**src/rtl/acl_ram_arbiter.sv**
```systemverilog
// Shares one RAM port between the CPU dmem path and an accelerometer sample ring writer.
// Define ACL_ARB_STARVE_GUARD_EN to enable the starvation guard that briefly stalls the CPU.
module acl_ram_arbiter #(
  parameter logic [11:0] BUF_BASE     = 12'hF00,
  parameter int          BUF_DEPTH    = 64,
  parameter int          Q_DEPTH      = 4,
  parameter int          STARVE_LIMIT = 16
) (
  input  logic                         clock,
  input  logic                         reset,
  input  logic                         cpu_req,
  input  logic                         cpu_wren,
  input  logic [11:0]                  cpu_addr,
  input  logic [31:0]                  cpu_data,
  input  logic [14:0]                  acl_data,
  input  logic                         acl_strobe,
  input  logic                         ovf_clr,
  output logic                         ram_wren,
  output logic [11:0]                  ram_addr,
  output logic [31:0]                  ram_data,
  output logic [$clog2(BUF_DEPTH)-1:0] wr_ptr,
  output logic                         overflow,
  output logic                         cpu_stall,
  output logic [1:0]                   dbg_state
);

  localparam int PTR_W = $clog2(BUF_DEPTH);
  localparam int QA_W  = $clog2(Q_DEPTH);

  // Handshake: acl_strobe is a fire-and-forget push (no ready); a sample
  // offered while the queue is full and not popping is dropped and flagged.
  // The CPU path has no handshake beyond cpu_stall, which forces it to hold.

  typedef enum logic [1:0] {
    S_IDLE  = 2'd0,
    S_PEND  = 2'd1,
    S_WRITE = 2'd2
  } state_t;

  state_t state, state_next;

  logic [14:0]     q_mem [Q_DEPTH];
  logic [QA_W-1:0] q_rd;
  logic [QA_W-1:0] q_wr;
  logic [QA_W:0]   q_cnt;
  logic [QA_W:0]   q_cnt_next;
  logic [15:0]     seq;

  logic pending;
  logic full;
  logic pop;
  logic push;
  logic drop;
  logic stall;

  assign pending = (state != S_IDLE);
  assign full    = (q_cnt == (QA_W+1)'(Q_DEPTH));

`ifdef ACL_ARB_STARVE_GUARD_EN
  localparam int SC_W = $clog2(STARVE_LIMIT + 1);
  logic [SC_W-1:0] starve_cnt;

  // Counts consecutive cycles the queue waits behind the CPU; cleared by any grant.
  always_ff @(posedge clock) begin
    if (reset || pop) begin
      starve_cnt <= '0;
    end else if (pending && cpu_req) begin
      starve_cnt <= starve_cnt + 1'b1;
    end else begin
      starve_cnt <= '0;
    end
  end

  assign stall = !reset && pending && cpu_req && (starve_cnt == SC_W'(STARVE_LIMIT));
`else
  assign stall = 1'b0;
`endif

  assign cpu_stall = stall;
  assign pop  = !reset && pending && (!cpu_req || stall);
  // A full queue still accepts a sample in the same cycle it drains one.
  assign push = !reset && acl_strobe && (!full || pop);
  assign drop = !reset && acl_strobe && full && !pop;

  always_comb begin
    q_cnt_next = q_cnt;
    if (push && !pop) begin
      q_cnt_next = q_cnt + 1'b1;
    end else if (pop && !push) begin
      q_cnt_next = q_cnt - 1'b1;
    end
    state_next = (q_cnt_next == '0) ? S_IDLE : S_PEND;
  end

  always_comb begin
    ram_wren  = cpu_req & cpu_wren;
    ram_addr  = cpu_addr;
    ram_data  = cpu_data;
    dbg_state = state;
    if (pop) begin
      ram_wren  = 1'b1;
      ram_addr  = BUF_BASE + 12'(wr_ptr);
      ram_data  = {1'b0, seq, q_mem[q_rd]};
      dbg_state = S_WRITE;
    end
  end

  always_ff @(posedge clock) begin
    if (push) begin
      q_mem[q_wr] <= acl_data;
    end
  end

  always_ff @(posedge clock) begin
    if (reset) begin
      state    <= S_IDLE;
      q_rd     <= '0;
      q_wr     <= '0;
      q_cnt    <= '0;
      wr_ptr   <= '0;
      seq      <= '0;
      overflow <= 1'b0;
    end else begin
      state <= state_next;
      q_cnt <= q_cnt_next;
      if (push) begin
        q_wr <= q_wr + 1'b1;
      end
      // Ring index wraps naturally because BUF_DEPTH is a power of two.
      if (pop) begin
        q_rd   <= q_rd + 1'b1;
        wr_ptr <= wr_ptr + 1'b1;
        seq    <= seq + 16'd1;
      end
      if (drop) begin
        overflow <= 1'b1;
      end else if (ovf_clr) begin
        overflow <= 1'b0;
      end
    end
  end

endmodule

```
**config.mk**
```make
export PLATFORM = sky130hd
export DESIGN_NAME = acl_ram_arbiter
export DESIGN_NICKNAME = d
export VERILOG_FILES = /design/src/rtl/acl_ram_arbiter.sv
export SDC_FILE = /design/constraint.sdc
export NUM_CORES = 1
export LEC_CHECK = 0
export BUFFER_PORTS_ARGS = -buffer_cell sky130_fd_sc_hd__buf_2
export CAP_MARGIN = 20
export CORE_MARGIN = 1
export CORE_UTILIZATION = 39
export DETAILED_ROUTE_END_ITERATION = 10
export GPL_TIMING_DRIVEN = 1
export PLACE_DENSITY = 0.73
export SLEW_MARGIN = 10
export SYNTH_ARGS = -nofsm -noshare
export SYNTH_HDL_FRONTEND = slang
export SYNTH_SLANG_ARGS = --single-unit
```
**constraint.sdc**
```tcl
create_clock -name clock -period 2.9 [get_ports clock]
set_input_delay 0.58 -clock clock [delete_from_list [all_inputs] [get_ports clock]]
set_output_delay 0.58 -clock clock [all_outputs]
set_load 0.01 [all_outputs]
```
# ---- After elaboration in Yosys (flattened, before gate mapping)
# Memory sizes are Yosys's and may differ from the RTL's. A register that Yosys moved wholly into a read port is not among the register bits.
# Cells that the tools add are included.
dict set report word_totals {
  regBits 32
  latchBits 0
  mem_bits_rw 60
  romBits 0
  input_bits 65
  output_inout_bits 55
  word_cells 47
  memories 1
}
# name depth width rd rd_ports_with_merged_regs wr line_no
set memory_table {}
lappend memory_table {q_mem 4 15 1 1 1 42} ;# logic [14:0] q_mem [Q_DEPTH];
dict set report classes {
  addsub 7
  n_mul 0
  div 0
  magnitude_cmp 0
  n_eq_ne 1
  shift 0
  mux 13
  bitwise_logic 1
  n_reduce_logical 17
}
# cell n
set op_table {}
lappend op_table {{$mux 32} 1}
lappend op_table {{$add 16x1->16 const B} 1}
lappend op_table {{$mux 12} 1}
lappend op_table {{$add 9x7->10 const A} 1}
lappend op_table {{$logic_and 1x1->1} 8}
lappend op_table {{$add 6x1->6 const B} 1}
lappend op_table {{$mux 1} 6}
lappend op_table {{$mux 2} 3}
lappend op_table {{$mux 3} 2}
lappend op_table {{$logic_not 1->1} 5}
lappend op_table {{$add 2x1->2 const B} 2}
lappend op_table {{$reduce_bool 2->1} 2}
lappend op_table {{$add 3x1->3 const B} 1}
lappend op_table {{$eq 3x3->1 const B} 1}
lappend op_table {{$logic_not 3->1} 1}
lappend op_table {{$sub 3x1->3 const B} 1}
lappend op_table {{$and 1x1->1} 1}
lappend op_table {{$logic_or 1x1->1} 1}

# ---- Longest topological paths before layout
# Gate-level depths: netlist of the first run.
dict set report depth {
  ltp_word 11
  mapped_depth 6
  depth_no_buf 6
}

# ---- Least setup slack after synthesis of the first run
# Ideal clock, no wire load.
dict set report synth_timing {
  path_kind {input to output}
  from {input cpu_req}
  to {output ram_addr[0]}
  t_arrival_ps 1807
  required_time_ps 2320
  slack_ps 513
  path_stages 6
  n_path_buf 3
  cell_sequence {nand2b_1 > clkbuf_1 > nor2_1 > buf_2 > buf_2 > mux2_2}
}
dict set report synth_between {
  elab_chain_len 3
}
# element line_no
set synth_rtl {}
lappend synth_rtl {{start, declared} 11} ;# input logic cpu_req,
lappend synth_rtl {{$logic_not 1->1} 80} ;# assign pop = !reset && pending && (!cpu_req || stall);
lappend synth_rtl {{$logic_and 1x1->1} 80}
lappend synth_rtl {{$mux 12} 100} ;# if (pop) begin
lappend synth_rtl {{end, declared} 19} ;# output logic [11:0] ram_addr,
# No other way between the ends.

==> results of run 1 <==
## logic make-up (layout without fill, tap and decap cells)
logic type                 after synthesis  in the layout
AOI/OAI and AO/OA                       23             23
xor gates and xnor gates                18             18
adders and majority gates                9              9
buffers and inverters                   29            155
DFF                                     93             93
muxes                                   52             52
other                                    1              1
and+or+nand+nor                         84             84
## state kept, by name, summed over array words and instances (netlist names), named ones only
name and cells:
q_mem 60, q_rd 2, overflow 1, seq 16, wr_ptr 6, state 1
q_cnt 3, q_wr 2
## through the flow
step / cells / util [%] / total power, W / cell area (um^2) / hold slack [ps]
after floorplan: 309 / - / 0.00192 / 4220 / 448
after global placement: 555 / 48.0 / 0.00211 / 5000 / 469
after detailed placement: 555 / 48.0 / 0.00213 / 5000 / 489
after CTS: 571 / 50.2 / 0.00312 / 5230 / 412
after global routing: 571 / 50.2 / 0.00323 / 5230 / 409
final: 571 / 50.2 / 0.00308 / 5230 / 431
## synthesized netlist by cell type, types with 7 or more instances
cell,instances
clkbuf_1,10
ha_1,9
mux4_2,15
edfxtp_1,60
xor2_1,7
xnor2_1,11
a21oi_1,7
inv_1,10
nand2_1,16
dfxtp_1,33
mux2_2,37
nor2_1,23
## report_power, final
part / switching (W) / internal (W)
Clock: 0.000489 / 0.000507
Combinational: 0.000278 / 0.000298
Sequential: 0.0000395 / 0.00147
Total: 0.000807 / 0.00227
## worst register-to-register path, delay by kind of cell (launching register included)
kind | cells | cell delay (ps)
flip-flops | 1 | 380
AO/OA/AOI/OAI | 1 | 460
buffers and inverters | 2 | 350
AND/OR/NAND/NOR | 2 | 420
adder cells (fa/ha/maj) | 1 | 210
## layer usage
metal	GRT usage, %	routed length [um]	up-vias	share of wire, %
li1	-	-	1380	-
met1	18.9	3700	1414	44
met2	27.6	4350	84	51
met3	2.02	246	12	2.9
met4	7.14	168	0	2.0
met5	0	0	-	0
## final timing paths
kind | slack (ps) | end | cells past startpoint | startpoint
worst max-delay path | 370 | ram_data[5] | 4 | register
worst max register to register | 770 | q_mem[0][4]$_DFFE_PP_ | 6 | q_cnt[0]$_SDFF_PP0_
worst min register to register | 510 | seq[15]$_SDFFE_PP0N_ | 2 | seq[15]$_SDFFE_PP0N_
worst min-delay path | 430 | q_mem[0][8]$_DFFE_PP_ | 1 | acl_data[8]
## area by class of cell
cell class                      count  share of cell area (%)
Sequential cell                    93                    47.1
Clock inverter                      7                    2.08
Clock buffer                        9                    2.37
Timing Repair Buffer              129                    13.1
Multi-Input combinational cell    187                    31.4
Tap cell                          136                    3.25
Inverter                           10                   0.718
==> out/qor.csv, run 1 <==
stage,metric,value,unit
run_status,status,"finished, final reports clean",
synthesis,yosys_warnings,0,
floorplan,start_util,40.5,%
synthesis,synth.top_cells.by_area,"edfxtp_1 (43%), dfxtp_1 (16%), mux2_2 (9.9%)",
cells_and_area,final_common_cell,buf_2,
detailed_routing,first_pass_iters,6,
clocking,insertion_delay,360,ps
sta,setup_slack,374,ps
grt,grt_overflow,0,
synthesis,netlist_instances,309,
critical_path,crit_chain,buf_4 -> mux4_2 -> mux2_2 -> buf_2,
detailed_routing,drt_iter0_markers,93,
sta,skew,11.0,ps
grt,track_usage,15.6,%
floorplan,die_w,106,um
floorplan,top_level_ports,120,
synthesis,synth_flop_cell,edfxtp_1,
critical_path,cp.arrival,1950,ps
cells_and_area,syn2layout_area_growth,23.9,%
flow_run,drv_cap,0,
clocking,cts_setup_buffers,0,
cells_and_area,fin_nets,504,
synthesis,syn_avg_cell_area,13.7,um^2
sta,hold_viol,0,
cells_and_area,diodes,0,
grt,grt_pass1_vias,2752,
grt,grt_pass1_wl,13.4,mm
clocking,cts.reportedPaths.clkPinSlew,100,ps
critical_path,cp-end-kind,output port,
placed_design,place_hpwl,5.81,mm
sta,setup_tns,0,ps
floorplan,fp-row-count,37,
clocking,htree_levels,3,
placed_design,dpl_worst_slack,514,ps
synthesis,ys_types,43,
sta,timing.final.crit_share,87.1,%
synthesis,synth_xor_xnor_area_share,3.73,%
clocking,cts_resized,0,
cells_and_area,seq_area,0.00246,mm^2
detailed_routing,routedWlPerCell,14.8,um
synthesis,syn_area,0.00422,mm^2
cells_and_area,fillers,895,
sta,worst_pin_slew,639,ps
synthesis,syn_nets,383,
sta,setup-violations-final,0,
detailed_routing,vias,2890,
sta,slew-limit-headroom,57.3,%
synthesis,yosysTopAreaCell,edfxtp_1,
sta,fmax,396,MHz
critical_path,critPathMaxStageDelay,570,ps
synthesis,yosysSeqAreaShare,58.3,%
grt,antenna_found_initial,0,
power_and_ir_drop,p_leak,2.02,nW
floorplan,chipHeight,106,um
sta,drv_slew,0,
detailed_routing,wl,8.46,mm
placed_design,gp_congestion,0.773,
clocking,cts_buffer_depth,2,
synthesis,ys_seq_elements,93,
clocking,cts_buffers,9,
power_and_ir_drop,vdd_drop_max,0.383,mV
synthesis,synth_top_area_share,42.7,%
synthesis,synth-simple-area-share,10.7,%
critical_path,path_class,reg2out,
synthesis,synth_top_family_by_area,multiplexers,
clocking,cts_tree,yes,
sta,period_needed,2530,ps
clocking,cts_sinks,93,
cells_and_area,multiInputGateArea,0.00164,mm^2
critical_path,crit_buf_inv,2,
synthesis,yosys-mux-area-fraction,17.9,%
critical_path,critPathTopFamily,multiplexers,
synthesis,async_flop_share,0,%
detailed_routing,drt-vias-per-instance,5.06,
critical_path,critical_path_required,2320,ps
cells_and_area,final_cell_mix,"buf_2 (118), edfxtp_1 (60), mux2_2 (37)",
critical_path,slowest_stage,mux4_2,
grt,grt_max_degree,48,
detailed_routing,drtAntennaViolNets,0,
worst_hold_path,hold_class,in2reg,
power_and_ir_drop,pwr_density_cell,589,mW/mm^2
placed_design,portBuffers,118,
synthesis,synth_compound_gate_area_share,3.70,%
critical_path,startpoint_type,register,
clocking,cts_hold_buf,0,
clocking,clockRootBuffer,clkbuf_8,
sta,rsz0062_at_grt,no,
synthesis,synthAdderAreaFrac,2.67,%
critical_path,crit_fanout,15,
synthesis,synth_edf_count,60,
cells_and_area,drive_above_1_share,47.1,%
floorplan,core-area,0.0104,mm^2
detailed_routing,drc,0,
floorplan,die_area,0.0112,mm^2
Note: power is estimated with default switching activity, not from simulation.
==> run 2, diff against run 1 <==
--- a/config.mk
+++ b/config.mk
@@ -5,13 +5,15 @@
 export SDC_FILE = /design/constraint.sdc
 export NUM_CORES = 1
 export LEC_CHECK = 0
+export ABC_AREA = 1
 export BUFFER_PORTS_ARGS = -buffer_cell sky130_fd_sc_hd__buf_2
 export CAP_MARGIN = 20
 export CORE_MARGIN = 1
 export CORE_UTILIZATION = 39
 export DETAILED_ROUTE_END_ITERATION = 10
 export GPL_TIMING_DRIVEN = 1
-export PLACE_DENSITY = 0.73
+export MAX_ROUTING_LAYER = met4
+export PLACE_DENSITY = 0.72
 export SLEW_MARGIN = 10
 export SYNTH_ARGS = -nofsm -noshare
 export SYNTH_HDL_FRONTEND = slang
==> run 2 against run 1 <==
Against the previous run: synthesized cell count grew 61%; clock power grew 12%; sequential share of layout area shrank 1.5 points; combinational power shrank 29%; core utilization shrank 0.76 points; clock-buffer cell count is the same; design area grew 3.4%; cell count grew 33%; clock skew shrank 2.3 ps.
==> out/qor.csv, run 2 <==
stage,metric,value,unit,change
run_status,status,"finished, final reports clean",,unchanged
clocking,cts.reportedPaths.clkPinSlew,70,ps,was 100 ps
critical_path,crit_chain,inv_1 -> buf_4 -> nor2_1 -> o32ai_1 -> nand2_1 -> nand2_1 -> buf_2,,was buf_4 -> mux4_2 -> mux2_2 -> buf_2
critical_path,startpoint_type,register,,unchanged
clocking,cts_tree,yes,,unchanged
synthesis,synth_flop_cell,edfxtp_1,,unchanged
clocking,cts_buffer_depth,2,,unchanged
grt,grt_pass1_vias,3500,,"was 2,752"
critical_path,critical_path_required,2320,ps,about the same
synthesis,synthAdderAreaFrac,2.55,%,was 2.67%
critical_path,r2r_setup_slack,900,ps,was 770 ps
cells_and_area,final_cell_mix,"nand2_1 (123), buf_2 (118), nor2_1 (72)",,"was buf_2 (118), edfxtp_1 (60), mux2_2 (37)"
synthesis,synth_edf_count,60,,unchanged
detailed_routing,drt_iter0_markers,139,,was 93
synthesis,syn_avg_cell_area,8.85,um^2,was 13.7 um^2
placed_design,portBuffers,118,,unchanged
sta,slew-limit-headroom,54.7,%,was 57.3%
clocking,cts_setup_buffers,0,,unchanged
detailed_routing,drt-vias-per-instance,4.87,,was 5.06
power_and_ir_drop,vdd_drop_max,0.317,mV,was 0.383 mV
sta,worst_pin_slew,679,ps,was 639 ps
synthesis,yosysSeqAreaShare,55.8,%,was 58.3%
synthesis,synth_top_area_share,40.9,%,was 42.7%
critical_path,crit_fanout,21,,was 15
sta,drv_slew,0,,unchanged
synthesis,async_flop_share,0,%,unchanged
critical_path,slowest_stage,inv_1,,was mux4_2
cells_and_area,fin_nets,687,,was 504
synthesis,netlist_instances,498,,was 309
power_and_ir_drop,p_comb_share,13.6,%,was 18.7%
placed_design,place_hpwl,7.00,mm,was 5.81 mm
sta,period_needed,2620,ps,was 2530 ps
synthesis,yosys_warnings,0,,unchanged
synthesis,ys_seq_elements,93,,unchanged
cells_and_area,largest-register,q_mem,,unchanged
synthesis,ys_types,31,,was 43
floorplan,fp-row-count,38,,was 37
sta,skew,8.71,ps,was 11.0 ps
power_and_ir_drop,seq_power_share,49.1,%,was 49.0%
cells_and_area,largest_reg_flops,60,,unchanged
grt,antenna_found_initial,1,,was 0
cells_and_area,syn2layout_area_growth,22.7,%,was 23.9%
worst_hold_path,hold_class,in2reg,,unchanged
cells_and_area,final_common_cell,nand2_1,,was buf_2
grt,grt_max_degree,56,,was 48
floorplan,core-area,0.0109,mm^2,was 0.0104 mm^2
placed_design,post-place-cells,742,,was 555
detailed_routing,wl,10.1,mm,was 8.46 mm
cells_and_area,drive_above_1_share,26.1,%,was 47.1%
sta,fmax,382,MHz,was 396 MHz
detailed_routing,drtAntennaViolNets,0,,unchanged
synthesis,synth.top_cells.by_area,"edfxtp_1 (41%), dfxtp_1 (15%), nand2_1 (10%)",,"was edfxtp_1 (43%), dfxtp_1 (16%), mux2_2 (9.9%)"
flow_run,drv_cap,0,,unchanged
synthesis,synth_compound_gate_area_share,10.7,%,was 3.70%
synthesis,yosysMostFrequentCell,nand2_1,,was edfxtp_1
clocking,cts_hold_buf,0,,unchanged
grt,grt_pass1_wl,16.3,mm,was 13.4 mm
floorplan,die_area,0.0117,mm^2,was 0.0112 mm^2
synthesis,yosys-mux-area-fraction,0,%,was 17.9%
power_and_ir_drop,pwr_density_cell,554,mW/mm^2,was 589 mW/mm^2
clocking,cts_resized,0,,unchanged
grt,grt_overflow,0,,unchanged
worst_hold_path,hold_depth,2,,was 1
sta,timing.final.crit_share,90.2,%,was 87.1%
power_and_ir_drop,power_switching_share,26.2,%,about the same
clocking,htree_levels,3,,unchanged
detailed_routing,drc,0,,unchanged
worst_hold_path,worstHoldStart,ovf_clr,,was acl_data[8]
floorplan,chipHeight,108,um,was 106 um
sta,setup-violations-final,0,,unchanged
power_and_ir_drop,p_leak,2.32,nW,was 2.02 nW
sta,setup_tns,0,ps,unchanged
critical_path,critPathMaxStageDelay,500,ps,was 570 ps
worst_hold_path,min_delay_worst_endpoint,overflow$_SDFFE_PP0P_,,was q_mem[0][8]$_DFFE_PP_
critical_path,r2r-end,q_mem[1][9]$_DFFE_PP_,,was q_mem[0][4]$_DFFE_PP_
detailed_routing,vias,3693,,"was 2,890"
power_and_ir_drop,power_switching,0.000785,W,was 0.000807 W
detailed_routing,routedWlPerCell,13.3,um,was 14.8 um
critical_path,path_class,reg2out,,unchanged
critical_path,reg2reg_depth,7,,was 6
critical_path,r2r-start,state[0]$_SDFF_PP0_,,was q_cnt[0]$_SDFF_PP0_
critical_path,path_common_cell,nand2_1,,
synthesis,synth_top_family_by_area,simple AND/OR/NAND/NOR gates,,was multiplexers
detailed_routing,first_pass_iters,4,,was 6
clocking,cts_sinks,93,,unchanged
floorplan,top_level_ports,120,,unchanged
synthesis,synth-simple-area-share,22.5,%,was 10.7%
critical_path,cp.arrival,2040,ps,was 1950 ps
clocking,insertion_delay,340,ps,was 360 ps
clocking,cts_buffers,9,,unchanged
cells_and_area,top_regs,"q_mem: 60 flops, seq: 16 flops, wr_ptr: 6 flops",,unchanged
power_and_ir_drop,p_int,0.00221,W,was 0.00227 W
placed_design,gp_congestion,0.875,,was 0.773
synthesis,syn_nets,572,,was 383
sta,hold_viol,0,,unchanged
cells_and_area,fillers,1033,,was 895
synthesis,syn_area,0.00441,mm^2,was 0.00422 mm^2
clocking,clockRootBuffer,clkbuf_16,,was clkbuf_8
floorplan,die_w,108,um,was 106 um
synthesis,yosysTopAreaCell,edfxtp_1,,unchanged
cells_and_area,fin_cells,759,,was 571
critical_path,cp-end-kind,output port,,unchanged
power_and_ir_drop,power_frac_clock,37.3,%,was 32.3%
synthesis,synth_xor_xnor_area_share,0.993,%,was 3.73%
floorplan,start_util,40.3,%,was 40.5%
sta,rsz0062_at_grt,no,,unchanged
grt,track_usage,18.5,%,was 15.6%
synthesis,synthTopCellsByCount,"nand2_1 (123), nor2_1 (72), edfxtp_1 (60)",,"was edfxtp_1 (60), mux2_2 (37), dfxtp_1 (33)"
run 2: changes by cell type after synthesis, moves of 10 or more:
cell	delta
mux4_2	-15
mux2_2	-37
o21ai_0	+36
nor2_1	+49
inv_1	+37
nand2_1	+107
nand3_1	+14
xnor2_1	-10
a21oi_1	+11
o32ai_1	+16
run 2: power groups by stage:
stage | Clock [W] | Combinational, W | Sequential, W
2_1_floorplan | 0 | 0.000254 | 0.00150
3_3_place_gp | 0 | 0.000400 | 0.00150
3_5_place_dp | 0 | 0.000409 | 0.00150
4_1_cts | 0.00114 | 0.000411 | 0.00147
5_1_grt | 0.00120 | 0.000460 | 0.00147
6_report | 0.00112 | 0.000407 | 0.00147
run 2: through the flow:
step / hold slack, ps / total power, W / cell area [um^2] / setup slack (ps) / utilization, %
after floorplan: 436 / 0.00175 / 4410 / 759 / -
after global placement: 450 / 0.00190 / 5120 / 478 / 46.8
after detailed placement: 454 / 0.00191 / 5120 / 472 / 46.8
after CTS: 443 / 0.00302 / 5410 / 265 / 49.4
after global routing: 438 / 0.00313 / 5410 / 85.4 / 49.5
final: 450 / 0.00299 / 5410 / 284 / 49.5
run 2: worst max-delay path, delay by kind of cell, from the launching register on:
family	cells	cell delay (ps)
AO/OA/AOI/OAI	1	270
flip-flops	1	310
buffers and inverters	3	920
AND/OR/NAND/NOR	3	210
run 2: per-layer routing:
layer	part of all wire [%]	vias to the layer above	GRT usage [%]
met3	5.2	7	4.76
met2	49	128	32.0
li1	-	1879	-
met4	0.64	0	3.57
met5	0	-	-
met1	45	1679	21.7
run 2: cells by family after synthesis:
family / after synthesis
other cells: 1
compound gates: 80
buf+inv: 74
xor+xnor: 5
flops: 93
fa+ha+maj: 9
simple gates: 236
run 2: worst max-delay path by stage:
stage | endpoint | slack [ps]
3_5_place_dp | ram_data[6] | 470
3_3_place_gp | ram_data[12] | 480
6_report | ram_data[4] | 280
2_1_floorplan | q_mem[0][0]$_DFFE_PP_ | 760
4_1_cts | ram_data[9] | 260
5_1_grt | ram_data[9] | 90
run 2: area by class of cell:
| type | instances | area [um^2] | area share (%) |
|---|---|---|---|
| antenna | 1 | 2.50 | 0.0463 |
| clock buffer | 9 | 225 | 4.16 |
| clock inverter | 7 | 65.1 | 1.20 |
| sequential | 93 | 2460 | 45.5 |
| timing repair buffer | 128 | 666 | 12.3 |
| multi-input combinational | 331 | 1620 | 30.0 |
| tap | 140 | 175 | 3.24 |
| inverter | 50 | 190 | 3.52 |
==> run 3, diff against run 2 <==
--- a/config.mk
+++ b/config.mk
@@ -13,7 +13,7 @@
 export DETAILED_ROUTE_END_ITERATION = 10
 export GPL_TIMING_DRIVEN = 1
 export MAX_ROUTING_LAYER = met4
-export PLACE_DENSITY = 0.72
+export PLACE_DENSITY = 0.7
 export SLEW_MARGIN = 10
 export SYNTH_ARGS = -nofsm -noshare
 export SYNTH_HDL_FRONTEND = slang
==> run 3 against run 2 <==
Against the previous run: first-iteration DRC count is 17% lower; clock skew is 4.0 ps lower; design area is 0.60% higher; core utilization is 0.30 points higher; die area stayed put; sequential power hardly changed; routed wire length is 1.9% lower; critical path depth is 1 lower; maximum frequency is 6.3% higher; clock-buffer cell count stayed put.
==> out/qor.csv, run 3 (synthesis gave the netlist of run 2 again) <==
stage,metric,value,unit,change
power_and_ir_drop,pwr_density_cell,559,mW/mm^2,was 554 mW/mm^2
critical_path,r2r-end,q_mem[3][12]$_DFFE_PP_,,was q_mem[1][9]$_DFFE_PP_
cells_and_area,largest-register,q_mem,,unchanged
sta,worst_pin_slew,621,ps,was 679 ps
floorplan,chipHeight,108,um,unchanged
cells_and_area,largest_reg_flops,60,,unchanged
sta,fmax,406,MHz,was 382 MHz
cells_and_area,fillers,1028,,"was 1,033"
power_and_ir_drop,vdd_drop_max,0.254,mV,was 0.317 mV
sta,setup_tns,0,ps,unchanged
placed_design,portBuffers,118,,unchanged
sta,hold_viol,0,,unchanged
floorplan,start_util,40.3,%,unchanged
grt,antenna_found_initial,0,,was 1
worst_hold_path,hold_class,in2reg,,unchanged
clocking,cts_buffer_depth,2,,unchanged
grt,grt_pass1_vias,3438,,"was 3,500"
cells_and_area,final_cell_mix,"nand2_1 (123), buf_2 (118), nor2_1 (72)",,unchanged
detailed_routing,drc,0,,unchanged
sta,drv_slew,0,,unchanged
grt,met3_usage,3.86,%,was 4.76%
critical_path,cp-end-kind,output port,,unchanged
worst_hold_path,worstHoldStart,ovf_clr,,unchanged
grt,grt_overflow,0,,unchanged
worst_hold_path,hold_depth,2,,unchanged
clocking,cts.reportedPaths.clkPinSlew,60,ps,was 70 ps
detailed_routing,wl,9.92,mm,was 10.1 mm
clocking,cts_tree,yes,,unchanged
clocking,cts_hold_buf,0,,unchanged
clocking,insertion_delay,330,ps,was 340 ps
clocking,htree_levels,3,,unchanged
cells_and_area,design_area,0.00544,mm^2,was 0.00541 mm^2
cells_and_area,diodes,0,,was 1
worst_hold_path,min_delay_worst_endpoint,overflow$_SDFFE_PP0P_,,unchanged
clocking,cts_sinks,93,,unchanged
clocking,clockRootBuffer,clkbuf_16,,unchanged
placed_design,place_hpwl,7.03,mm,was 7.00 mm
cells_and_area,seq_area,0.00246,mm^2,unchanged
detailed_routing,routedWlPerCell,13.1,um,was 13.3 um
sta,slew-limit-headroom,58.5,%,was 54.7%
critical_path,r2r_setup_slack,990,ps,was 900 ps
cells_and_area,final_common_cell,nand2_1,,unchanged
power_and_ir_drop,fin_total_pwr,0.00304,W,was 0.00299 W
grt,grt_use_met2,31.8,%,was 32.0%
run_status,status,"finished, final reports clean",,unchanged
floorplan,core-area,0.0109,mm^2,unchanged
clocking,cts_setup_buffers,0,,unchanged
power_and_ir_drop,p_leak,2.33,nW,was 2.32 nW
sta,skew,4.69,ps,was 8.71 ps
cells_and_area,fin_nets,689,,was 687
critical_path,startpoint_type,register,,unchanged
grt,track_usage,18.2,%,was 18.5%
sta,period_needed,2460,ps,was 2620 ps
detailed_routing,drtAntennaViolNets,0,,unchanged
critical_path,crit_fanout,17,,was 21
grt,grt_max_degree,36,,was 56
clocking,cts_resized,0,,unchanged
sta,rsz0062_at_grt,no,,unchanged
floorplan,die_w,108,um,unchanged
clocking,cts_buffers,9,,unchanged
critical_path,reg2reg_depth,7,,unchanged
cells_and_area,top_regs,"q_mem: 60 flops, seq: 16 flops, wr_ptr: 6 flops",,unchanged
critical_path,r2r-start,state[0]$_SDFF_PP0_,,unchanged
flow_run,drv_cap,0,,unchanged
cells_and_area,multiInputGateArea,0.00162,mm^2,unchanged
critical_path,critical_path_required,2320,ps,about the same
floorplan,top_level_ports,120,,unchanged
detailed_routing,vias,3714,,"was 3,693"
detailed_routing,drt_iter0_markers,115,,was 139
critical_path,path_class,reg2out,,unchanged
sta,timing.final.crit_share,84.8,%,was 90.2%
detailed_routing,drt-vias-per-instance,4.89,,was 4.87
detailed_routing,first_pass_iters,4,,unchanged
critical_path,cp.arrival,1880,ps,was 2040 ps
cells_and_area,drive_above_1_share,26.2,%,was 26.1%
floorplan,fp-row-count,38,,unchanged
placed_design,gp_congestion,0.841,,was 0.875
grt,grt-busiest-layer,met2,,unchanged
sta,setup-violations-final,0,,unchanged
cells_and_area,syn2layout_area_growth,23.4,%,was 22.7%
placed_design,placed_cell_area,0.00514,mm^2,was 0.00512 mm^2
grt,grt_pass1_wl,15.8,mm,was 16.3 mm
floorplan,die_area,0.0117,mm^2,unchanged
grt,grt_use_met1,21.3,%,was 21.7%
==> run 3: changes by cell type in the layout (fill, tap and decap cells not counted), sizes merged <==
cell / change
buf: +2
bufinv: +1
clkinvlp: +1
diode: -1
inv: -3
==> run 3: final cells by class <==
class,count,share of cell area [%]
inverters,50,3.50
flip-flops and latches,93,45.3
multi-input cells,331,29.8
well taps,140,3.22
clock buffers,9,4.14
repair buffers,130,12.7
clock inverters,6,1.33
==> run 3: critical path: stages (launching register included) <==
cell	delay, ps
dfxtp_1	720
buf_4	300
o21ai_0	100
o32ai_1	150
nand2_1	90
nand2_1	70
buf_2	120
==> run 3: metal layers <==
| metal | wire length [um] | share of wire [%] |
|---|---|---|
| met5 | 0 | 0 |
| met4 | 74 | 0.75 |
| met3 | 562 | 5.7 |
| met2 | 4830 | 49 |
| met1 | 4450 | 45 |
==> run 3: stage by stage <==
stage          utilization [%]  instances  worst slack (ps)  hold WS, ps
2_1_floorplan                -        498               759          436
3_3_place_gp              47.0        744               626          453
3_5_place_dp              47.0        744               579          461
4_1_cts                   49.8        759               434          439
5_1_grt                   49.8        759               260          435
6_report                  49.8        759               439          446
==> run 3: power breakdown <==
| part | internal (W) | leakage, nW | total, W | switching, W |
|---|---|---|---|---|
| Sequential | 0.00145 | 0.812 | 0.00147 | 0.0000221 |
| Clock | 0.000670 | 0.142 | 0.00116 | 0.000488 |
| Combinational | 0.000167 | 1.38 | 0.000415 | 0.000249 |
==> run 3: how the worst max path moves through the flow <==
stage	to	start
2_1_floorplan	q_mem[0][0]$_DFFE_PP_	reset
3_3_place_gp	ram_data[15]	reset
3_5_place_dp	ram_data[15]	reset
4_1_cts	ram_data[5]	register
5_1_grt	ram_data[1]	register
6_report	ram_data[10]	register
